### src/rtl/dram_arbiter_if.sv
// ---------------------------------------------------------------------------
// dram_arbiter_if
// Requester-side bus of the DRAM arbiter. Every layer engine and the
// parameter loader sits on one slot of the packed vectors.
//   req       : per-requester access request (held while beats remain)
//   req_wr    : 1 = write beat, 0 = read beat
//   req_addr  : packed word addresses, slot i at [i*ADDR_WIDTH +: ADDR_WIDTH]
//   req_wdata : packed write data, same packing
//   gnt       : one-hot grant; a beat happens every cycle gnt[i] & req[i]
//   rd_valid  : one-hot, rd_data belongs to requester i this cycle
//   rd_data   : read data, broadcast to all requesters
// Modports: master = requester side, slave = arbiter side.
// ---------------------------------------------------------------------------
interface dram_arbiter_if #(
    parameter int NUM_REQ    = 4,
    parameter int ADDR_WIDTH = 18,
    parameter int DATA_WIDTH = 32
);
    logic [NUM_REQ-1:0]            req;
    logic [NUM_REQ-1:0]            req_wr;
    logic [NUM_REQ*ADDR_WIDTH-1:0] req_addr;
    logic [NUM_REQ*DATA_WIDTH-1:0] req_wdata;
    logic [NUM_REQ-1:0]            gnt;
    logic [NUM_REQ-1:0]            rd_valid;
    logic [DATA_WIDTH-1:0]         rd_data;

    modport master (
        output req, req_wr, req_addr, req_wdata,
        input  gnt, rd_valid, rd_data
    );

    modport slave (
        input  req, req_wr, req_addr, req_wdata,
        output gnt, rd_valid, rd_data
    );
endinterface

### src/rtl/dram_arbiter.sv
// ---------------------------------------------------------------------------
// dram_arbiter
// Shares one DRAM port between the conv / pool / fc engines and the
// parameter loader. Round-robin arbitration with bounded bursts: an owner
// keeps the port for at most MAX_BURST beats while someone else waits,
// then a one-cycle gnt=0 turnaround hands it to the next requester.
// Read responses are tagged with the issuing requester and come back as
// rd_valid[id] exactly RD_LAT cycles after the read beat, even if the
// owner has changed meanwhile.
//
// Ports:
//   clk, srstn      clock, asynchronous active-low reset
//   bus (slave)     requester bus, see dram_arbiter_if
//   dram_rdata      DRAM read data (RD_LAT cycles after dram_en_rd)
//   dram_addr       DRAM word address (0 when no beat)
//   dram_wdata      DRAM write data   (0 when no beat)
//   dram_en_rd/wr   DRAM read / write enables
//
// Optional feature, macro DRAM_ARB_PERF_EN:
//   perf_beats   NUM_REQ x 32-bit saturating beat counters
//   perf_maxwait NUM_REQ x 16-bit max wait from req rise to first grant
// ---------------------------------------------------------------------------
module dram_arbiter #(
    parameter int DATA_WIDTH = 32,
    parameter int ADDR_WIDTH = 18,
    parameter int NUM_REQ    = 4,
    parameter int MAX_BURST  = 25,
    parameter int RD_LAT     = 1
) (
    input  logic                  clk,
    input  logic                  srstn,
    dram_arbiter_if.slave         bus,
    input  logic [DATA_WIDTH-1:0] dram_rdata,
    output logic [ADDR_WIDTH-1:0] dram_addr,
    output logic [DATA_WIDTH-1:0] dram_wdata,
    output logic                  dram_en_rd,
    output logic                  dram_en_wr
`ifdef DRAM_ARB_PERF_EN
    ,
    output logic [NUM_REQ*32-1:0] perf_beats,
    output logic [NUM_REQ*16-1:0] perf_maxwait
`endif
);

    localparam int OW = (NUM_REQ > 1) ? $clog2(NUM_REQ) : 1;
    localparam int BW = (MAX_BURST > 1) ? $clog2(MAX_BURST) : 1;
    localparam logic [OW-1:0] LAST_REQ  = OW'(NUM_REQ - 1);
    localparam logic [BW-1:0] LAST_BEAT = BW'(MAX_BURST - 1);

    typedef enum logic {ST_IDLE, ST_BUSY} state_t;

    state_t          state_reg;
    logic [OW-1:0]   owner_reg;
    logic [OW-1:0]   rr_ptr_reg;
    logic [BW-1:0]   beat_cnt_reg;

    // Unpacked views of the packed requester fields
    logic [ADDR_WIDTH-1:0] addr_arr  [NUM_REQ];
    logic [DATA_WIDTH-1:0] wdata_arr [NUM_REQ];
    logic [NUM_REQ-1:0]    owner_oh;

    genvar gi;
    generate
        for (gi = 0; gi < NUM_REQ; gi++) begin : g_unpack
            assign addr_arr[gi]  = bus.req_addr[gi*ADDR_WIDTH +: ADDR_WIDTH];
            assign wdata_arr[gi] = bus.req_wdata[gi*DATA_WIDTH +: DATA_WIDTH];
            assign owner_oh[gi]  = (owner_reg == OW'(gi));
        end
    endgenerate

    logic busy;
    logic owner_req;
    logic owner_wr;
    logic beat;
    logic burst_end;
    logic others_req;
    logic release_now;
    logic [OW-1:0] next_ptr;

    assign busy        = (state_reg == ST_BUSY);
    assign owner_req   = bus.req[owner_reg];
    assign owner_wr    = bus.req_wr[owner_reg];
    assign beat        = busy & owner_req;
    assign burst_end   = beat & (beat_cnt_reg == LAST_BEAT);
    assign others_req  = |(bus.req & ~owner_oh);
    // Give up the port when the owner is done, or when its burst budget is
    // spent and somebody else is waiting. A lone owner just keeps going.
    assign release_now = busy & (~owner_req | (burst_end & others_req));
    assign next_ptr    = (owner_reg == LAST_REQ) ? '0 : owner_reg + OW'(1);

    // First requester at or after rr_ptr, searching cyclically
    logic          pick_found;
    logic [OW-1:0] pick_idx;

    always_comb begin
        pick_found = 1'b0;
        pick_idx   = '0;
        for (int k = 0; k < NUM_REQ; k++) begin
            int c;
            c = int'(rr_ptr_reg) + k;
            if (c >= NUM_REQ) begin
                c = c - NUM_REQ;
            end
            if (!pick_found && bus.req[c]) begin
                pick_found = 1'b1;
                pick_idx   = OW'(c);
            end
        end
    end

    // Arbitration FSM
    always_ff @(posedge clk or negedge srstn) begin
        if (!srstn) begin
            state_reg    <= ST_IDLE;
            owner_reg    <= '0;
            rr_ptr_reg   <= '0;
            beat_cnt_reg <= '0;
        end else begin
            case (state_reg)
                ST_IDLE: begin
                    if (pick_found) begin
                        owner_reg    <= pick_idx;
                        beat_cnt_reg <= '0;
                        state_reg    <= ST_BUSY;
                    end
                end
                ST_BUSY: begin
                    if (beat) begin
                        beat_cnt_reg <= burst_end ? '0 : beat_cnt_reg + BW'(1);
                    end
                    if (release_now) begin
                        state_reg  <= ST_IDLE;
                        rr_ptr_reg <= next_ptr;
                    end
                end
                default: state_reg <= ST_IDLE;
            endcase
        end
    end

    // Grant is a pure decode of registered state
    assign bus.gnt = busy ? owner_oh : '0;

    // DRAM side: owner's fields, only while a beat actually happens
    assign dram_en_rd = beat & ~owner_wr;
    assign dram_en_wr = beat & owner_wr;
    assign dram_addr  = beat ? addr_arr[owner_reg]  : '0;
    assign dram_wdata = beat ? wdata_arr[owner_reg] : '0;

    // Read response pipeline: {valid, id} follows the DRAM latency so the
    // data lands at the requester that issued the read.
    logic          rd_vld_reg [RD_LAT];
    logic [OW-1:0] rd_id_reg  [RD_LAT];

    always_ff @(posedge clk or negedge srstn) begin
        if (!srstn) begin
            rd_vld_reg[0] <= 1'b0;
            rd_id_reg[0]  <= '0;
        end else begin
            rd_vld_reg[0] <= dram_en_rd;
            rd_id_reg[0]  <= owner_reg;
        end
    end

    generate
        for (gi = 1; gi < RD_LAT; gi++) begin : g_rd_pipe
            always_ff @(posedge clk or negedge srstn) begin
                if (!srstn) begin
                    rd_vld_reg[gi] <= 1'b0;
                    rd_id_reg[gi]  <= '0;
                end else begin
                    rd_vld_reg[gi] <= rd_vld_reg[gi-1];
                    rd_id_reg[gi]  <= rd_id_reg[gi-1];
                end
            end
        end

        for (gi = 0; gi < NUM_REQ; gi++) begin : g_rd_valid
            assign bus.rd_valid[gi] = rd_vld_reg[RD_LAT-1] &&
                                      (rd_id_reg[RD_LAT-1] == OW'(gi));
        end
    endgenerate

    assign bus.rd_data = dram_rdata;

`ifdef DRAM_ARB_PERF_EN
    generate
        for (gi = 0; gi < NUM_REQ; gi++) begin : g_perf
            logic [31:0] beats_reg;
            logic [15:0] wait_reg;
            logic [15:0] max_reg;
            logic        served_reg;
            logic        granted;

            assign granted = beat && owner_oh[gi];

            always_ff @(posedge clk or negedge srstn) begin
                if (!srstn) begin
                    beats_reg  <= '0;
                    wait_reg   <= '0;
                    max_reg    <= '0;
                    served_reg <= 1'b0;
                end else begin
                    if (granted && (beats_reg != '1)) begin
                        beats_reg <= beats_reg + 32'd1;
                    end
                    // Wait window opens when req rises and closes at the
                    // first granted beat; dropping req re-arms it.
                    if (!bus.req[gi]) begin
                        served_reg <= 1'b0;
                        wait_reg   <= '0;
                    end else if (!served_reg) begin
                        if (granted) begin
                            served_reg <= 1'b1;
                            if (wait_reg > max_reg) begin
                                max_reg <= wait_reg;
                            end
                        end else if (wait_reg != '1) begin
                            wait_reg <= wait_reg + 16'd1;
                        end
                    end
                end
            end

            assign perf_beats[gi*32 +: 32]   = beats_reg;
            assign perf_maxwait[gi*16 +: 16] = max_reg;
        end
    endgenerate
`endif

endmodule
### src/flat_wrapper.sv
// flat-port wrapper written by rule: the top's interface ports become plain ports
module dram_arbiter_flat 
#(
    parameter int DATA_WIDTH = 32,
    parameter int ADDR_WIDTH = 18,
    parameter int NUM_REQ    = 4,
    parameter int MAX_BURST  = 25,
    parameter int RD_LAT     = 1
)
  (clk, srstn, dram_rdata, dram_addr, dram_wdata, dram_en_rd, dram_en_wr, bus_req, bus_req_wr, bus_req_addr, bus_req_wdata, bus_gnt, bus_rd_valid, bus_rd_data);
  dram_arbiter_if #(.NUM_REQ(NUM_REQ), .ADDR_WIDTH(ADDR_WIDTH), .DATA_WIDTH(DATA_WIDTH)) bus_i ();
  input  logic clk;
  input  logic srstn;
  input  logic [DATA_WIDTH-1:0] dram_rdata;
  output logic [ADDR_WIDTH-1:0] dram_addr;
  output logic [DATA_WIDTH-1:0] dram_wdata;
  output logic dram_en_rd;
  output logic dram_en_wr;
  input wire logic [$bits(bus_i.req)-1:0] bus_req;
  input wire logic [$bits(bus_i.req_wr)-1:0] bus_req_wr;
  input wire logic [$bits(bus_i.req_addr)-1:0] bus_req_addr;
  input wire logic [$bits(bus_i.req_wdata)-1:0] bus_req_wdata;
  output wire logic [$bits(bus_i.gnt)-1:0] bus_gnt;
  output wire logic [$bits(bus_i.rd_valid)-1:0] bus_rd_valid;
  output wire logic [$bits(bus_i.rd_data)-1:0] bus_rd_data;
  assign bus_i.req = bus_req;
  assign bus_i.req_wr = bus_req_wr;
  assign bus_i.req_addr = bus_req_addr;
  assign bus_i.req_wdata = bus_req_wdata;
  assign bus_gnt = bus_i.gnt;
  assign bus_rd_valid = bus_i.rd_valid;
  assign bus_rd_data = bus_i.rd_data;
  dram_arbiter #(.DATA_WIDTH(DATA_WIDTH), .ADDR_WIDTH(ADDR_WIDTH), .NUM_REQ(NUM_REQ), .MAX_BURST(MAX_BURST), .RD_LAT(RD_LAT)) u_core (.clk(clk), .srstn(srstn), .bus(bus_i), .dram_rdata(dram_rdata), .dram_addr(dram_addr), .dram_wdata(dram_wdata), .dram_en_rd(dram_en_rd), .dram_en_wr(dram_en_wr));
endmodule
### config.mk
export PLATFORM = sky130hd
export DESIGN_NAME = dram_arbiter_flat
export DESIGN_NICKNAME = d
export VERILOG_FILES = /design/src/rtl/dram_arbiter_if.sv /design/src/rtl/dram_arbiter.sv /design/src/flat_wrapper.sv
export SDC_FILE = /design/constraint.sdc
export NUM_CORES = 1
export LEC_CHECK = 0
export BUFFER_PORTS_ARGS = -buffer_cell sky130_fd_sc_hd__buf_2
export CAP_MARGIN = 25
export CORE_AREA = 2 2 130 132
export DETAILED_ROUTE_END_ITERATION = 10
export DIE_AREA = 0 0 132 134
export GPL_TIMING_DRIVEN = 0
export SKIP_LAST_GASP = 1
export SLEW_MARGIN = 20
export SYNTH_ARGS = -nofsm -noshare
export SYNTH_HDL_FRONTEND = slang
export SYNTH_SLANG_ARGS = --single-unit
### constraint.sdc
create_clock -name clk -period 2 [get_ports clk]
set_input_delay 0.4 -clock clk [delete_from_list [all_inputs] [get_ports clk]]
set_output_delay 0.4 -clock clk [all_outputs]
set_load 0.03 [all_outputs]
### After elaboration in Yosys (flattened, before gate mapping)

Cells that the tools add are included.

* $add $sub $neg: 9
* multiply operators: 0
* divide/modulo/power cells: 0
* order comparisons: 10
* equal/unequal tests: 9
* shift-type cells: 0
* multiplexer cells: 45
* bitwise logic cells: 13
* reductions and logical operators: 16

Operators by type and width (number)
* 2-to-1 mux 32 bit: 7
* < comparator 32 x 4 -> 1 bit, second input constant: 4
* >= comparator 32 x 4 -> 1 bit, second input constant: 3
* subtractor 32 x 4 -> 32 bit, second input constant: 3
* binary-select mux 32 bit (select 2 bit): 1
* 2-to-1 mux 18 bit: 3
* binary-select mux 18 bit (select 2 bit): 1
* 2-to-1 mux 1 bit: 16
* 2-to-1 mux 5 bit: 3
* binary-select mux 1 bit (select 2 bit): 6
* 2-to-1 mux 2 bit: 5
* one-hot mux 5 bit (2 select lines): 1
* == test 2 bit, second input constant: 4
* logical AND 1 bit: 7
* adder 2 x 2 -> 3 bit, second input constant: 2
* AND 1 bit: 6
* AND reduction 2 bit: 3
* adder 5 x 1 -> 5 bit, second input constant: 1
* == test 5 bit, second input constant: 1
* AND 4 bit: 1
* == test 2 x 1 -> 1 bit, second input constant: 2
* zero test 2 bit: 2
* 2-to-1 mux 4 bit: 1
* NOT 4 bit: 1
* other kinds (14): 18

* bits in registers: 13
* bits in latches: 0
* RAM bits: 0
* ROM bits: 0
* bits of input ports: 242
* output and inout port bits: 92
* logic and storage cells: 108
* memories: 0

### Logic depth before layout (Yosys ltp)

* depth after elaboration: 17
* mapped depth: 8
* mapped depth without buffers: 6

### Least setup slack after synthesis

No wires, ideal clock.

* kind: register to output
* start point: reg u_core.owner_reg[0]
* end point: out dram_addr[0]
* arrival: 1634 ps
* data required time: 1600 ps
* slack: -34 ps
* cell stages (with the launch flop): 5
* buffers on the path: 2
* path through: dfrtp_1 buf_6 buf_2 mux4_2 and3_1

* longest elaborated chain between the ends: 5
* elaborated cells between the ends (all ways): 8
* classes of those cells: mux (6); bitwise (2)

Ends and longest elaborated chain
* start: declaration: RTL line dram_arbiter.sv:53 `logic [OW-1:0] owner_reg;`
* start signal: assignment: RTL line dram_arbiter.sv:122 `owner_reg <= pick_idx;`
* NOT 2 -> 3 bit (implied by the code): RTL line dram_arbiter.sv:147 `assign dram_addr = beat ? addr_arr[owner_reg] : '0;`
* binary-select mux 18 bit (select 2 bit): RTL line dram_arbiter.sv:147
* 2-to-1 mux 18 bit (implied by the code) (2 in series): RTL line dram_arbiter.sv:147
* 2-to-1 mux 18 bit (*): RTL line dram_arbiter.sv:147
* end: declaration: RTL line flat_wrapper.sv:15 `output logic [ADDR_WIDTH-1:0] dram_addr;`

Every way passes the cells marked *; elsewhere a longest branch is shown, timed or not. The select of a mux whose other input is x is not followed.

### Worst setup path after layout

* start point: reg u_core.owner_reg[0]
* end point: out dram_wdata[13]

* longest elaborated chain between the ends: 5
* elaborated cells between the ends (all ways): 8
* classes of those cells: mux (6); bitwise (2)

Ends and longest elaborated chain
* NOT 2 -> 3 bit (implied by the code): RTL line dram_arbiter.sv:148 `assign dram_wdata = beat ? wdata_arr[owner_reg] : '0;`
* binary-select mux 32 bit (select 2 bit): RTL line dram_arbiter.sv:148
* 2-to-1 mux 32 bit (implied by the code) (2 in series): RTL line dram_arbiter.sv:148
* 2-to-1 mux 32 bit (*): RTL line dram_arbiter.sv:148
* end: declaration: RTL line flat_wrapper.sv:16 `output logic [DATA_WIDTH-1:0] dram_wdata;`

Marked as above.

==> results by group <==
Run status
  • Outcome: complete, but fails checks
  • Violated checks: negative setup slack

Timing
  • TNS Setup: -19.28 ns
  • Tcrit/Tclk final: 119%
  • Final Setup Violations: 58
  • Hold WS: 0.0490 ns
  • Final Max Slew Viols: 0
  • Slew HR: 40.3%
  • Final Hold Fails: 0
  • Worst-margin pin slew: 0.885 ns
  • RSZ-0062 raised after global routing: yes
  • Fin worst setup slack: -0.388 ns
  • Min Tclk post-route: 2.39 ns
  • Fin Clk Skew: 0.00188 ns
  • Peak Freq: 419 MHz

Critical path
  • R2R setup slack: -0.14 ns
  • Crit path from: u_core.owner_reg[0]
  • Crit. End Element: output pin
  • R2R cell count: 8
  • WP data required: 1.60 ns
  • Reg-to-reg endpoint: u_core.rr_ptr_reg[1]
  • Worst path cell trace: buf_12, mux4_2, buf_12, buf_8, and3_2, buf_6
  • Max incr delay on CP: 0.53 ns
  • Reg-to-reg startpoint: u_core.owner_reg[0]
  • CP Max Fanout: 10
  • CP max stage cell: mux4_2
  • Kind of start point of the critical path: flop
  • Critical path's most frequent cell: buf_12
  • Setup Crit Path Kind: reg -> out
  • CP arrival: 1.99 ns

Worst hold path
  • Min-delay worst type: in -> async

Yosys
  • Synth top area share: 44.0%
  • Yosys warning count: 0
  • Post-synth ARST share: 100%
  • Sequential area share after synthesis: 12.2%
  • Post-synth EDFFs: 0
  • Unique masters post-synth: 42
  • Post-synth top flop: dfrtp_1
  • Mapped cell area: 2660 µm²
  • Post-Syn Nets: 489
  • Leading post-synthesis cells by cell area: mux4_2, and3_1, dfrtp_1
  • Mapped Cells: 241
  • Synthesized area per cell: 11.1 µm²
  • Post-synth top cells: and3_1, mux4_2, buf_4
  • Cell accounting for the most synthesized area: mux4_2
  • Number of synthesized register bits: 13

Clock network
  • Clock Tree Root: clkbuf_16
  • Hold-fix buffers, CTS: 0
  • CTS sink count: 13
  • CTS tree: done
  • H-tree depth: 1
  • CTS clk-pin slew, worst paths: 0.04 ns
  • Clk Latency, worst-skew pair: 0.24 ns
  • TritonCTS buffer count: 3
  • Clock Path Buffers: 2

Detailed routing
  • Vias/cell: 4.29
  • DR vias: 3324
  • Avg WL per Cell: 16.6 µm
  • # DRC: 0
  • DR pass1 iterations: 4
  • Post-Route WL: 12800 µm
  • Final antenna-violating net count: 0
  • DRT iter0 DRCs: 173

Power
  • Total power: 7.35 mW
  • Peak supply drop: 475 µV
  • Flop pwr share: 7.2%
  • Clock share of power: 5.0%
  • Internal power: 3.93 mW
  • PwrDens: 1400 nW/µm²
  • Switching share of total power: 46.5%
  • P_sw: 3.42 mW
  • Combinational share of power: 87.7%
  • Leak pwr: 2.65 nW

Cells and area
  • Max FFs per register: 5
  • Antenna diodes: 0
  • Share of cells above drive strength 1: 86.8%
  • Final net count: 804
  • P&R area growth vs syn: 96.9%
  • Cell area after layout: 5240 µm²

Floorplan
  • Die width: 132 µm
  • DIE HEIGHT: 134 µm
  • Std cell rows: 47
  • Die area: 17700 µm²
  • Core box area: 16300 µm²
  • Starting Density: 16.4%
  • Io pins: 334

GRT
  • Vias in the first global route: 3346
  • Largest net degree at the start of global routing: 14
  • GR Overflow Total: 0
  • First-pass GRT wire length: 18900 µm
  • Antenna violations before repair: 0
  • GRT Total Usage: 13.6%

Place
  • GPL Wtd Cong: 0.841
  • DP Area: 4550 µm²
  • Pre-CTS WS: -0.545 ns
  • # port buffers: 301
  • Post-DP HPWL: 10900 µm

Job
  • Max-cap violations: 0
[cell families (layout without fill, tap and decap cells)]
| group | count (synthesis) | in the layout | synth area share, % |
|---|---|---|---|
| DFF | 13 | 13 | 12.2 |
| and+or+nand+nor | 86 | 86 | 19.8 |
| buffers and inverters | 63 | 377 | 14.3 |
| adders and majority gates | 6 | 6 | 2.82 |
| AOI/OAI and AO/OA | 17 | 17 | 4.98 |
| muxes | 56 | 56 | 45.9 |
[area by class of cell]
class / instances / area, µm²
Buffer: 56 / 483
Clock buffer: 4 / 78.8
Fill cell: 1688 / 11000
Inverter: 7 / 27.5
Multi-Input combinational cell: 165 / 2120
Sequential cell: 13 / 328
Tap cell: 220 / 275
Timing Repair Buffer: 310 / 1930
[critical path: cells and delay by family, from the launching register on]
family / cells / cell delay, ns
mux: 1 / 0.53
simple gates: 1 / 0.20
buf+inv: 4 / 0.59
flops: 1 / 0.43
[placed cells by master, fill, tap and decap left out, types with 2 or more instances in the layout]
master,instances
and3_4,19
buf_4,42
buf_6,55
clkbuf_16,3
buf_8,6
clkbuf_2,5
nand2b_1,7
nand3b_1,2
buf_12,3
and3_1,2
nor2_1,3
and3_2,31
nand3_1,4
o41ai_2,2
mux4_2,52
o21ai_0,3
ha_1,6
a21oi_1,2
and2_1,4
inv_1,6
dfrtp_2,2
clkbuf_1,5
mux2_4,2
dfrtp_1,11
nand2_1,4
buf_2,249
[how the worst max path moves through the flow]
stage / endpoint / slack (ns) / cells past startpoint
6_report: dram_wdata[13] / -0.39 / 6
5_1_grt: dram_wdata[13] / -0.47 / 6
4_1_cts: dram_wdata[20] / -0.44 / 6
3_5_place_dp: dram_wdata[28] / -0.54 / 5
3_3_place_gp: dram_wdata[28] / -0.55 / 5
2_1_floorplan: dram_en_wr / -0.02 / 5
[metal layers]
layer | share of wire [%] | GRT usage [%]
met5 | 0 | 0
met2 | 53 | 25.0
met4 | 0.97 | 1.75
met3 | 5.3 | 1.89
met1 | 40 | 17.2
[repair_timing]
item | in CTS | in global routing
resized for setup | 145 | 21
gates cloned | 1 | 1
pin swaps | 0 | 1
setup endpoints to repair | 58 | 61
setup buffers | 7 | 0
[through the flow]
stage / instances / util [%]
2_1_floorplan: 241 / -
3_3_place_gp: 762 / 27.9
3_5_place_dp: 762 / 27.9
4_1_cts: 774 / 31.7
5_1_grt: 775 / 32.2
6_report: 775 / 32.2
[power by group through the flow]
stage / clock network (mW) / registers (mW) / logic [mW]
after floorplan: 0 / 0.472 / 3.80
after global placement: 0 / 0.519 / 5.17
after detailed placement: 0 / 0.520 / 5.20
after CTS: 0.376 / 0.531 / 6.35
after global routing: 0.392 / 0.554 / 6.85
final: 0.368 / 0.533 / 6.45
No activity file was read; power rests on OpenSTA's default activity.
